<file path="config.mk">
export PLATFORM = sky130hd
export DESIGN_NAME = tug_light_bar_flat
export DESIGN_NICKNAME = d
export VERILOG_FILES = /design/src/rtl/tug_light_bar_pkg.sv /design/src/rtl/tug_light_bar_if.sv /design/src/rtl/tug_light_bar_button_edge.sv /design/src/rtl/tug_light_bar.sv /design/src/flat_wrapper.sv
export SDC_FILE = /design/constraint.sdc
export NUM_CORES = 1
export LEC_CHECK = 0
export ABC_AREA = 1
export ABC_CLOCK_PERIOD_IN_PS = 2200
export CORE_UTILIZATION = 47
export CTS_BUF_LIST = sky130_fd_sc_hd__clkbuf_2 sky130_fd_sc_hd__clkbuf_4 sky130_fd_sc_hd__clkbuf_8
export CTS_CLUSTER_SIZE = 10
export DETAILED_ROUTE_END_ITERATION = 8
export PLACE_DENSITY_LB_ADDON = 0.08
export SETUP_SLACK_MARGIN = 0.02
export SYNTH_ARGS = -nofsm -noshare
export SYNTH_HDL_FRONTEND = slang
export SYNTH_HIERARCHICAL = 1
export SYNTH_SLANG_ARGS = --single-unit
</file>
<file path="constraint.sdc">
create_clock -name clk -period 2.2 [get_ports clk]
set_clock_uncertainty 0.2 [all_clocks]
set_input_delay 0.22 -clock clk [delete_from_list [all_inputs] [get_ports clk]]
set_output_delay 0.22 -clock clk [all_outputs]
set_load 0.1 [all_outputs]
</file>
<file path="src/rtl/tug_light_bar_pkg.sv">
// Shared types and helpers for the tug-of-war light bar.
// Holds the game state encoding and the position-to-light decode.
package tug_pkg;

    typedef enum logic [1:0] {
        PLAY  = 2'd0,
        WIN_L = 2'd1,
        WIN_R = 2'd2
    } tug_state_t;

    // Widest light bar the decode helper supports; callers slice off their N bits.
    localparam int MAX_LIGHTS = 64;

    function automatic logic [MAX_LIGHTS-1:0] onehot_decode(input int idx);
        logic [MAX_LIGHTS-1:0] vec;
        vec = '0;
        if (idx >= 0 && idx < MAX_LIGHTS) begin
            vec[idx] = 1'b1;
        end
        return vec;
    endfunction

endpackage

</file>
<file path="src/rtl/tug_light_bar_if.sv">
// Button inputs and display outputs of the tug-of-war playfield.
// The game block is the slave; whoever drives the buttons is the master.
interface tug_light_bar_if #(
    parameter int N  = 9,
    parameter int PW = $clog2(N)
);
    logic          lose;
    logic          L;
    logic          R;
    logic [N-1:0]  lights;
    logic          left_win;
    logic          right_win;
    logic [PW-1:0] pos;

    modport master (
        output lose, L, R,
        input  lights, left_win, right_win, pos
    );

    modport slave (
        input  lose, L, R,
        output lights, left_win, right_win, pos
    );
endinterface

</file>
<file path="src/rtl/tug_light_bar_button_edge.sv">
// Turns a synchronised button level into a single-cycle rise pulse.
// History loads on reset so a button held through reset is not a press.
module button_edge (
    input  logic clk,
    input  logic reset,
    input  logic en,
    input  logic level,
    output logic rise
);

    logic level_q;

    // History only advances while enabled, so a freeze keeps the last sample.
    always_ff @(posedge clk) begin
        if (reset) begin
            level_q <= level;
        end else if (en) begin
            level_q <= level;
        end
    end

    assign rise = level & ~level_q;

endmodule

</file>
<file path="src/rtl/tug_light_bar.sv">
// N-light tug-of-war playfield: lit position register, edge-detected
// buttons, one-hot light bar and left/right winner flags.
module tug_light_bar
    import tug_pkg::*;
#(
    parameter int N      = 9,
    parameter int CENTER = N / 2,
    parameter int PW     = $clog2(N)
) (
    input logic            clk,
    input logic            reset,
    tug_light_bar_if.slave bus
);

    tug_state_t    state;
    logic [PW-1:0] pos;
    logic          press_l;
    logic          press_r;
    logic          move_l;
    logic          move_r;
    logic          run;

    localparam logic [PW-1:0] POS_LEFT   = PW'(N - 1);
    localparam logic [PW-1:0] POS_RIGHT  = '0;
    localparam logic [PW-1:0] POS_CENTER = PW'(CENTER);

    assign run = ~bus.lose;

    button_edge u_edge_l (
        .clk   (clk),
        .reset (reset),
        .en    (run),
        .level (bus.L),
        .rise  (press_l)
    );

    button_edge u_edge_r (
        .clk   (clk),
        .reset (reset),
        .en    (run),
        .level (bus.R),
        .rise  (press_r)
    );

    // Simultaneous presses cancel each other out.
    assign move_l = press_l & ~press_r;
    assign move_r = press_r & ~press_l;

    always_ff @(posedge clk) begin
        if (reset) begin
            state <= PLAY;
            pos   <= POS_CENTER;
        end else if (run && state == PLAY) begin
            if (move_l) begin
                if (pos == POS_LEFT) begin
                    state <= WIN_L;
                end else begin
                    pos <= pos + 1'b1;
                end
            end else if (move_r) begin
                if (pos == POS_RIGHT) begin
                    state <= WIN_R;
                end else begin
                    pos <= pos - 1'b1;
                end
            end
        end
    end

    logic [MAX_LIGHTS-1:0] lit_full;

    // Lights go dark once somebody has won.
    always_comb begin
        lit_full = '0;
        if (state == PLAY) begin
            lit_full = onehot_decode(int'(pos));
        end
    end

    assign bus.lights    = lit_full[N-1:0];
    assign bus.left_win  = (state == WIN_L);
    assign bus.right_win = (state == WIN_R);
    assign bus.pos       = pos;

endmodule
</file>
<file path="src/flat_wrapper.sv">
// flat-port wrapper written by rule: the top's interface ports become plain ports
module tug_light_bar_flat import tug_pkg::*;
#(
    parameter int N      = 9,
    parameter int CENTER = N / 2,
    parameter int PW     = $clog2(N)
)
  (clk, reset, bus_lose, bus_L, bus_R, bus_lights, bus_left_win, bus_right_win, bus_pos);
  tug_light_bar_if #(.N(N), .PW(PW)) bus_i ();
  input logic clk;
  input logic reset;
  input wire logic [$bits(bus_i.lose)-1:0] bus_lose;
  input wire logic [$bits(bus_i.L)-1:0] bus_L;
  input wire logic [$bits(bus_i.R)-1:0] bus_R;
  output wire logic [$bits(bus_i.lights)-1:0] bus_lights;
  output wire logic [$bits(bus_i.left_win)-1:0] bus_left_win;
  output wire logic [$bits(bus_i.right_win)-1:0] bus_right_win;
  output wire logic [$bits(bus_i.pos)-1:0] bus_pos;
  assign bus_i.lose = bus_lose;
  assign bus_i.L = bus_L;
  assign bus_i.R = bus_R;
  assign bus_lights = bus_i.lights;
  assign bus_left_win = bus_i.left_win;
  assign bus_right_win = bus_i.right_win;
  assign bus_pos = bus_i.pos;
  tug_light_bar #(.N(N), .CENTER(CENTER), .PW(PW)) u_core (.clk(clk), .reset(reset), .bus(bus_i));
endmodule
</file>
==> results of run 1 <==
==> flip-flops by register name, indices dropped and copies added (netlist names) <==
| signal | flops |
|---|---|
| u_core/bus.pos | 4 |
| u_core/state | 2 |
| u_core/u_edge_l/level_q | 1 |
| u_core/u_edge_r/level_q | 1 |
==> logic make-up after synthesis <==
logic type,Yosys count
AOI/OAI and AO/OA,8
buffers and inverters,24
DFF,8
adders and majority gates,4
and+or+nand+nor,49
xor gates and xnor gates,2
==> how the worst min path moves through the flow <==
stage / cells after the start / slack (ns) / to / from
2_1_floorplan: 1 / 0.07 / u_core/bus.pos[0]$_SDFFE_PP0P_ / reset
3_3_place_gp: 2 / 0.27 / u_core/state[1]$_SDFFE_PP0P_ / u_core/state[1]$_SDFFE_PP0P_
3_5_place_dp: 2 / 0.29 / u_core/state[1]$_SDFFE_PP0P_ / u_core/state[1]$_SDFFE_PP0P_
4_1_cts: 2 / 0.29 / u_core/state[1]$_SDFFE_PP0P_ / u_core/state[1]$_SDFFE_PP0P_
5_1_grt: 2 / 0.32 / u_core/state[1]$_SDFFE_PP0P_ / u_core/state[1]$_SDFFE_PP0P_
6_report: 2 / 0.29 / u_core/state[1]$_SDFFE_PP0P_ / u_core/state[1]$_SDFFE_PP0P_
==> worst max-delay path, cell delays in order <==
cell and delay [ns]:
clkdlybuf4s50_1 0.47, inv_1 0.05, nor2_2 0.07, inv_1 0.06
ha_1 0.21, inv_1 0.08, nand2_1 0.06, and2_1 0.16
ha_1 0.17, a21oi_1 0.15, xor2_1 0.16, o21ai_1 0.07
==> cell usage after synthesis, types with 3 or more instances <==
library cell and count:
a21oi_1 4, a21oi_2 3, dfxtp_1 6, ha_1 4, inv_1 16, inv_2 6
nand2_1 21, nand3_1 5, nor2_1 11, nor2_2 3
==> metal layers <==
layer / vias to the layer above / routed length, um / GRT usage
met5: - / 0 / 0
met4: 0 / 0 / 0.0259
met3: 0 / 57 / 0.0867
met2: 15 / 801 / 0.417
met1: 301 / 666 / 0.283
li1: 340 / - / -
==> cell type report <==
type / instances / area (um2)
Clock buffer: 4 / 30.0
Fill cell: 97 / 245
Inverter: 23 / 86.3
Multi-Input combinational cell: 63 / 434
Sequential cell: 8 / 190
Tap cell: 15 / 18.8
Timing Repair Buffer: 21 / 280
==> power groups by stage <==
stage	clock network (uW)	registers [uW]	logic, uW
final	137	187	411
after global routing	150	189	435
after CTS	141	187	413
after detailed placement	0	190	411
after global placement	0	189	403
after floorplan	0	242	248
==> through the flow <==
stage / cell area [um2] / hold slack [ns] / setup TNS, ns / power (uW)
finish: 1040 / 0.294 / 0 / 735
global route: 1040 / 0.320 / 0 / 774
CTS: 1040 / 0.295 / 0 / 742
detailed placement: 1010 / 0.287 / -0.0739 / 601
global placement: 1010 / 0.272 / -0.0299 / 592
floorplan: 722 / 0.0733 / -0.112 / 490
==> reports/metrics.yaml, run 1 <==
status: "complete, no violations"
synth_area_um2: 647
via_per_inst: 4.90
ys_seq_elements: 8
rrSetupSlack_ns: 0.26
areaGrowthSynthToFinish_pct: 60.7
synth_top_family_by_area: "simple AND/OR/NAND/NOR gates"
combinationalPowerShare: 0.560
synth_xor_area_frac: 0.0271
worstSetupPathType: "in2reg"
power_switching_uw: 361
wl_per_cell_um: 11.4
clk_latency_ns: 0.26
synthTopCellsByArea: "dfxtp_1 19%, nand2_1 12%, edfxtp_1 9.3%, inv_1 9.3%, ha_1 7.7%"
initial_core_util: 0.503
synthFlopType: "dfxtp_1"
setup_ws_ns: 0.195
path_max_fanout: 3
syn_avg_cell_area_um2: 6.81
drtIter0Drc: 7
die_area_um2: 1530
cap_violations: 0
power_density_nw_per_um2: 707
firstDrtPassIters: 4
ios: 20
synth_cell_type_count: 22
synth_nets: 104
internal_power_uw: 374
cts_buffers: 3
post_layout_nonfiller_instances: 134
drive_gt1_frac: 0.437
port_buffers: 19
seq_area_frac_synth: 0.279
grt_overflow: 0
clk_pin_slew_ns: 0.06
clkPwrFrac: 0.186
synth_fa_ha_area_frac: 0.0774
post_cts_buffers: 0
synth_compound_area_frac: 0.0793
r2r-start: "u_core/u_edge_r/level_q$_DFFE_PP_"
ir_worst_vdd_v: 0.000506
drc: 0
grt_max_degree: 10
power_leakage_uw: 0.000465
numClockSinks: 8
rows: 13
setup_viol: 0
yosys.area_share.simple: 0.387
syn_inst: 95
final_cell_mix: "21 x nand2_1, 16 x inv_1, 9 x buf_12, 8 x buf_4, 8 x nor2_4"
vias: 656
crit_required_ns: 2.14
seq_power_share: 0.255
dpl.hpwl_um: 1220
layout_commonest_cell: "nand2_1"
synth_top_area_cell: "dfxtp_1"
grt_usage: 0.238
synth_top_area_frac: 0.186
p_sw_frac: 0.491
fin_util: 0.809
antenna_found_initial: 0
relSlewSlack: 0.709
grt_setup_unrepaired: "no"
worstMarginPinSlew_ns: 0.436
diodes: 0
clockBufferDepth: 2
cts_root_buffer: "clkbuf_4"
synthArstFlopShare: 0
cp-end-kind: "flip-flop"
period_needed_ns: 2.01
die_height_um: 39.1
core_um2: 1280
worstPathArrival_ns: 1.94
startpoint: "bus_R"
place_congestion: 0.795
critPathLaunchType: "input port"
cts_resized: 0
cts_tree: "done"
place_ws_ns: -0.0507
timing.critical_path.to: "u_core/bus.pos[2]$_SDFFE_PP1P_"
grt_pass1_vias: 571
rr_worst_depth: 10
yosys_warnings: 6
ant_nets: 0
fin_crit_sh: 0.911
postCtsHoldBufs: 0
synth_edf_count: 2
hold_viol: 0
drv_slew: 0
dpl.cell_count: 130
die_w_um: 39.1
clock.fmax_ghz: 0.499
r2r-end: "u_core/bus.pos[2]$_SDFFE_PP1P_"
routed_wl_um: 1530
synth_mux_area_frac: 0
nets: 129
hold_class: "reg2reg"
htreeDepth: 1
grt_pass1_wl_um: 2440
No activity file was read; power rests on OpenSTA's default activity.
==> inputs of run 2 (changes only) <==
--- a/config.mk
+++ b/config.mk
@@ -5,12 +5,13 @@
 export SDC_FILE = /design/constraint.sdc
 export NUM_CORES = 1
 export LEC_CHECK = 0
-export ABC_AREA = 1
+export ABC_AREA = 0
 export ABC_CLOCK_PERIOD_IN_PS = 2200
-export CORE_UTILIZATION = 47
+export CORE_UTILIZATION = 46
 export CTS_BUF_LIST = sky130_fd_sc_hd__clkbuf_2 sky130_fd_sc_hd__clkbuf_4 sky130_fd_sc_hd__clkbuf_8
 export CTS_CLUSTER_SIZE = 10
 export DETAILED_ROUTE_END_ITERATION = 8
+export GPL_ROUTABILITY_DRIVEN = 0
 export PLACE_DENSITY_LB_ADDON = 0.08
 export SETUP_SLACK_MARGIN = 0.02
 export SYNTH_ARGS = -nofsm -noshare
==> run 2 against run 1 <==
  * The run now ends with hold timing left
  * Hold slack got worse by 0.30 ns
  * Die area fell by 5.1%
  * Flip-flop and latch count stayed put
  * Sequential share of layout area fell by 0.30 points
  * Final cell count down 21%
  * Final area increased by 3.0%
  * Critical path type unchanged
  * Maximum frequency shrank 6.0%
  * Power rose by 4.0%
  * Area after synthesis down 7.4%
  * Register-to-register slack worse by 0.15 ns
==> reports/metrics.yaml, run 2 <==
status: "finished, violations left"  # was complete, no violations
violations: "hold timing"
synth_area_um2: 599  # was 647 um2
dpl.cell_count: 102  # was 130
initial_core_util: 0.518  # was 0.503
period_needed_ns: 2.13  # was 2.01 ns
hold_viol: 1  # was 0
synthArstFlopShare: 0  # unchanged
synth_mux_area_frac: 0.0418  # was 0
synth_nets: 77  # was 104
crit_required_ns: 2.16  # was 2.14 ns
fin_crit_sh: 0.970  # was 0.911
multi_input_area_um2: 517  # was 434 um2
clkPwrFrac: 0.184  # was 0.186
cp-end-kind: "flip-flop"  # unchanged
slowest_stage: "clkdlybuf4s50_1"  # unchanged
cts_tree: "done"  # unchanged
placed_area_um2: 1000  # was 1010 um2
top_usage_layer: "met2"  # unchanged
grt_overflow: 0  # unchanged
port_buffers: 19  # unchanged
die_w_um: 38.1  # was 39.1 um
ios: 20  # unchanged
synth_fa_ha_area_frac: 0.0835  # was 0.0774
synth_xor_area_frac: 0.0438  # was 0.0271
syn_avg_cell_area_um2: 8.81  # was 6.81 um2
worstMarginPinSlew_ns: 0.378  # was 0.436 ns
use_met2: 0.360  # was 0.417
routed_wl_um: 1480  # was 1530 um
internal_power_uw: 400  # was 374 uW
worst_path_largest_cell_delay_ns: 0.47  # about the same
synthTopCellsByArea: "dfxtp_1 20%, edfxtp_1 10%, ha_1 8.4%, nor2_1 8.1%, nand2b_1 5.2%"  # was dfxtp_1 19%, nand2_1 12%, edfxtp_1 9.3%, inv_1 9.3%, ha_1 7.7%
worst-path-buf-inv: 2  # was 4
numClockSinks: 8  # unchanged
layout_commonest_cell: "buf_12"  # was nand2_1
critPathLaunchType: "input port"  # unchanged
synthFlopType: "dfxtp_1"  # unchanged
core_um2: 1160  # was 1280 um2
worstPathCellList: "clkdlybuf4s50_1, nor2b_2, ha_4, inv_1, ha_4, nand3b_1, a21o_1, o2111ai_2, mux2_4"  # was clkdlybuf4s50_1, inv_1, nor2_2, inv_1, ha_1, inv_1, nand2_1, and2_1, ha_1, a21oi_1, xor2_1, o21ai_1
combinationalPowerShare: 0.559  # was 0.560
drtIter0Drc: 10  # was 7
yosys.area_share.simple: 0.359  # was 0.387
grt_max_degree: 12  # was 10
path_max_fanout: 5  # was 3
seq_area_um2: 193  # was 190 um2
holdWs_ns: -0.00266  # was 0.294 ns
power_uw: 764  # was 735 uW
setup_ws_ns: 0.0670  # was 0.195 ns
syn_inst: 68  # was 95
drv_slew: 0  # unchanged
areaGrowthSynthToFinish_pct: 78.7  # was 60.7%
hold_class: "in2reg"  # was reg2reg
grt_pass1_wl_um: 2260  # was 2440 um
synth_most_common_cell: "nor2_1"  # was nand2_1
drc: 0  # unchanged
synth_top_area_frac: 0.200  # was 0.186
yosys_warnings: 6  # unchanged
ant_nets: 0  # unchanged
via_per_inst: 5.39  # was 4.90
post_layout_nonfiller_instances: 106  # was 134
crit_family: "buffers and inverters"  # unchanged
drive_gt1_frac: 0.543  # was 0.437
largest_registers: "u_core/bus.pos x4, u_core/state x2"  # unchanged
clk_pin_slew_ns: 0.06  # about the same
synth_edf_count: 2  # unchanged
fin_setup_tns_ns: 0  # unchanged
synth_top_area_cell: "dfxtp_1"  # unchanged
power_leakage_uw: 0.000412  # was 0.000465 uW
htreeDepth: 1  # unchanged
ys_top_cells_by_count: "13 x nor2_1, 6 x dfxtp_1, 5 x nand2b_1, 5 x nor2b_1, 4 x ha_1"  # was 21 x nand2_1, 16 x inv_1, 11 x nor2_1, 6 x dfxtp_1, 6 x inv_2
final_cell_mix: "10 x buf_12, 8 x buf_4, 7 x nor2_1, 6 x nor2_4"  # was 21 x nand2_1, 16 x inv_1, 9 x buf_12, 8 x buf_4, 8 x nor2_4
die_height_um: 38.1  # was 39.1 um
final.fill_count: 38  # was 97
ir_worst_vdd_v: 0.000745  # was 0.000506 V
power_density_nw_per_um2: 714  # was 707 nW/um2
seq_area_frac_synth: 0.301  # was 0.279
firstDrtPassIters: 4  # unchanged
worstSetupPathType: "in2reg"  # unchanged
clk_latency_ns: 0.27  # was 0.26 ns
antenna_found_initial: 0  # unchanged
diodes: 0  # unchanged
clockBufferDepth: 2  # unchanged
synth_cell_type_count: 29  # was 22
wl_per_cell_um: 14.0  # was 11.4 um
seq_power_share: 0.257  # was 0.255
relSlewSlack: 0.747  # was 0.709
dpl.hpwl_um: 1080  # was 1220 um
cts_buffers: 3  # unchanged
grt_usage: 0.232  # was 0.238
p_sw_frac: 0.476  # was 0.491
place_ws_ns: -0.358  # was -0.0507 ns
synth_top_family_by_area: "simple AND/OR/NAND/NOR gates"  # unchanged
grt_pass1_vias: 517  # was 571
regMostFlops: "u_core/bus.pos"  # unchanged
vias: 571  # was 656
cap_violations: 0  # unchanged
die_area_um2: 1450  # was 1530 um2
use_met3: 0.0698  # was 0.0867
rows: 12  # was 13
grt_setup_unrepaired: "no"  # unchanged
setup_viol: 0  # unchanged
cts_root_buffer: "clkbuf_4"  # unchanged
ys_seq_elements: 8  # unchanged
grt_use_met1: 0.291  # was 0.283
largest_reg_flops: 4  # unchanged
nets: 102  # was 129
power_switching_uw: 364  # was 361 uW
synth_compound_area_frac: 0.140  # was 0.0793
design_area_um2: 1070  # was 1040 um2
crit_top_cell: "ha_4"  # was inv_1
worstPathArrival_ns: 2.09  # was 1.94 ns
clock.fmax_ghz: 0.469  # was 0.499 GHz
run 2: worst register-to-register path, cell delays in order, from the launching register on:
cell and delay [ns]:
edfxtp_1 0.41, nor2b_4 0.12, inv_2 0.06, ha_4 0.17, xnor2_1 0.14, ha_2 0.18
or3_1 0.37, a311o_1 0.34
run 2: per-stage QoR:
stage | hold WS, ns | util
2_1_floorplan | 0.0827 | -
3_3_place_gp | 0.406 | 0.866
3_5_place_dp | 0.422 | 0.866
4_1_cts | 0.337 | 0.907
5_1_grt | -0.00250 | 0.926
6_report | -0.00266 | 0.926
run 2: kinds of logic after synthesis:
family	Yosys count
XOR/XNOR	3
adder cells (fa/ha/maj)	4
AND/OR/NAND/NOR	37
buffers and inverters	5
flip-flops	8
AO/OA/AOI/OAI	9
multiplexers	2
run 2: cell type report:
cell class / count / share of cell area
Timing Repair Buffer: 22 / 0.283
Tap cell: 14 / 0.0164
Inverter: 3 / 0.0105
Sequential cell: 8 / 0.180
Clock buffer: 4 / 0.0280
Multi-Input combinational cell: 55 / 0.482
run 2: final timing paths:
check / startpoint / endpoint / slack [ns] / cells past startpoint
worst max register to register: u_core/u_edge_r/level_q$_DFFE_PP_ / u_core/bus.pos[2]$_SDFFE_PP1P_ / 0.11 / 7
worst min-delay path: bus_R / u_core/u_edge_r/level_q$_DFFE_PP_ / -0.003 / 1
worst max-delay path: bus_L / u_core/bus.pos[3]$_SDFFE_PP0P_ / 0.07 / 9
worst min register to register: u_core/bus.pos[1]$_SDFFE_PP0P_ / u_core/bus.pos[1]$_SDFFE_PP0P_ / 0.43 / 2
run 2: power by group through the flow:
stage / clock network [uW] / registers, uW / logic (uW)
final: 141 / 196 / 428
after global routing: 151 / 200 / 445
after CTS: 145 / 195 / 423
after detailed placement: 0 / 197 / 417
after global placement: 0 / 196 / 409
after floorplan: 0 / 238 / 259
run 2: metal layers:
| layer | vias to the layer above | wire [um] |
|---|---|---|
| met2 | 17 | 750 |
| met4 | 0 | 19 |
| met3 | 3 | 56 |
| met5 | - | 0 |
| met1 | 268 | 657 |
| li1 | 283 | - |
run 2: timing repair:
item	CTS	global route
pin swaps	1	1
setup buffers	0	0
hold buffers	0	0
gates resized for setup	3	6
setup endpoints to repair	2	3
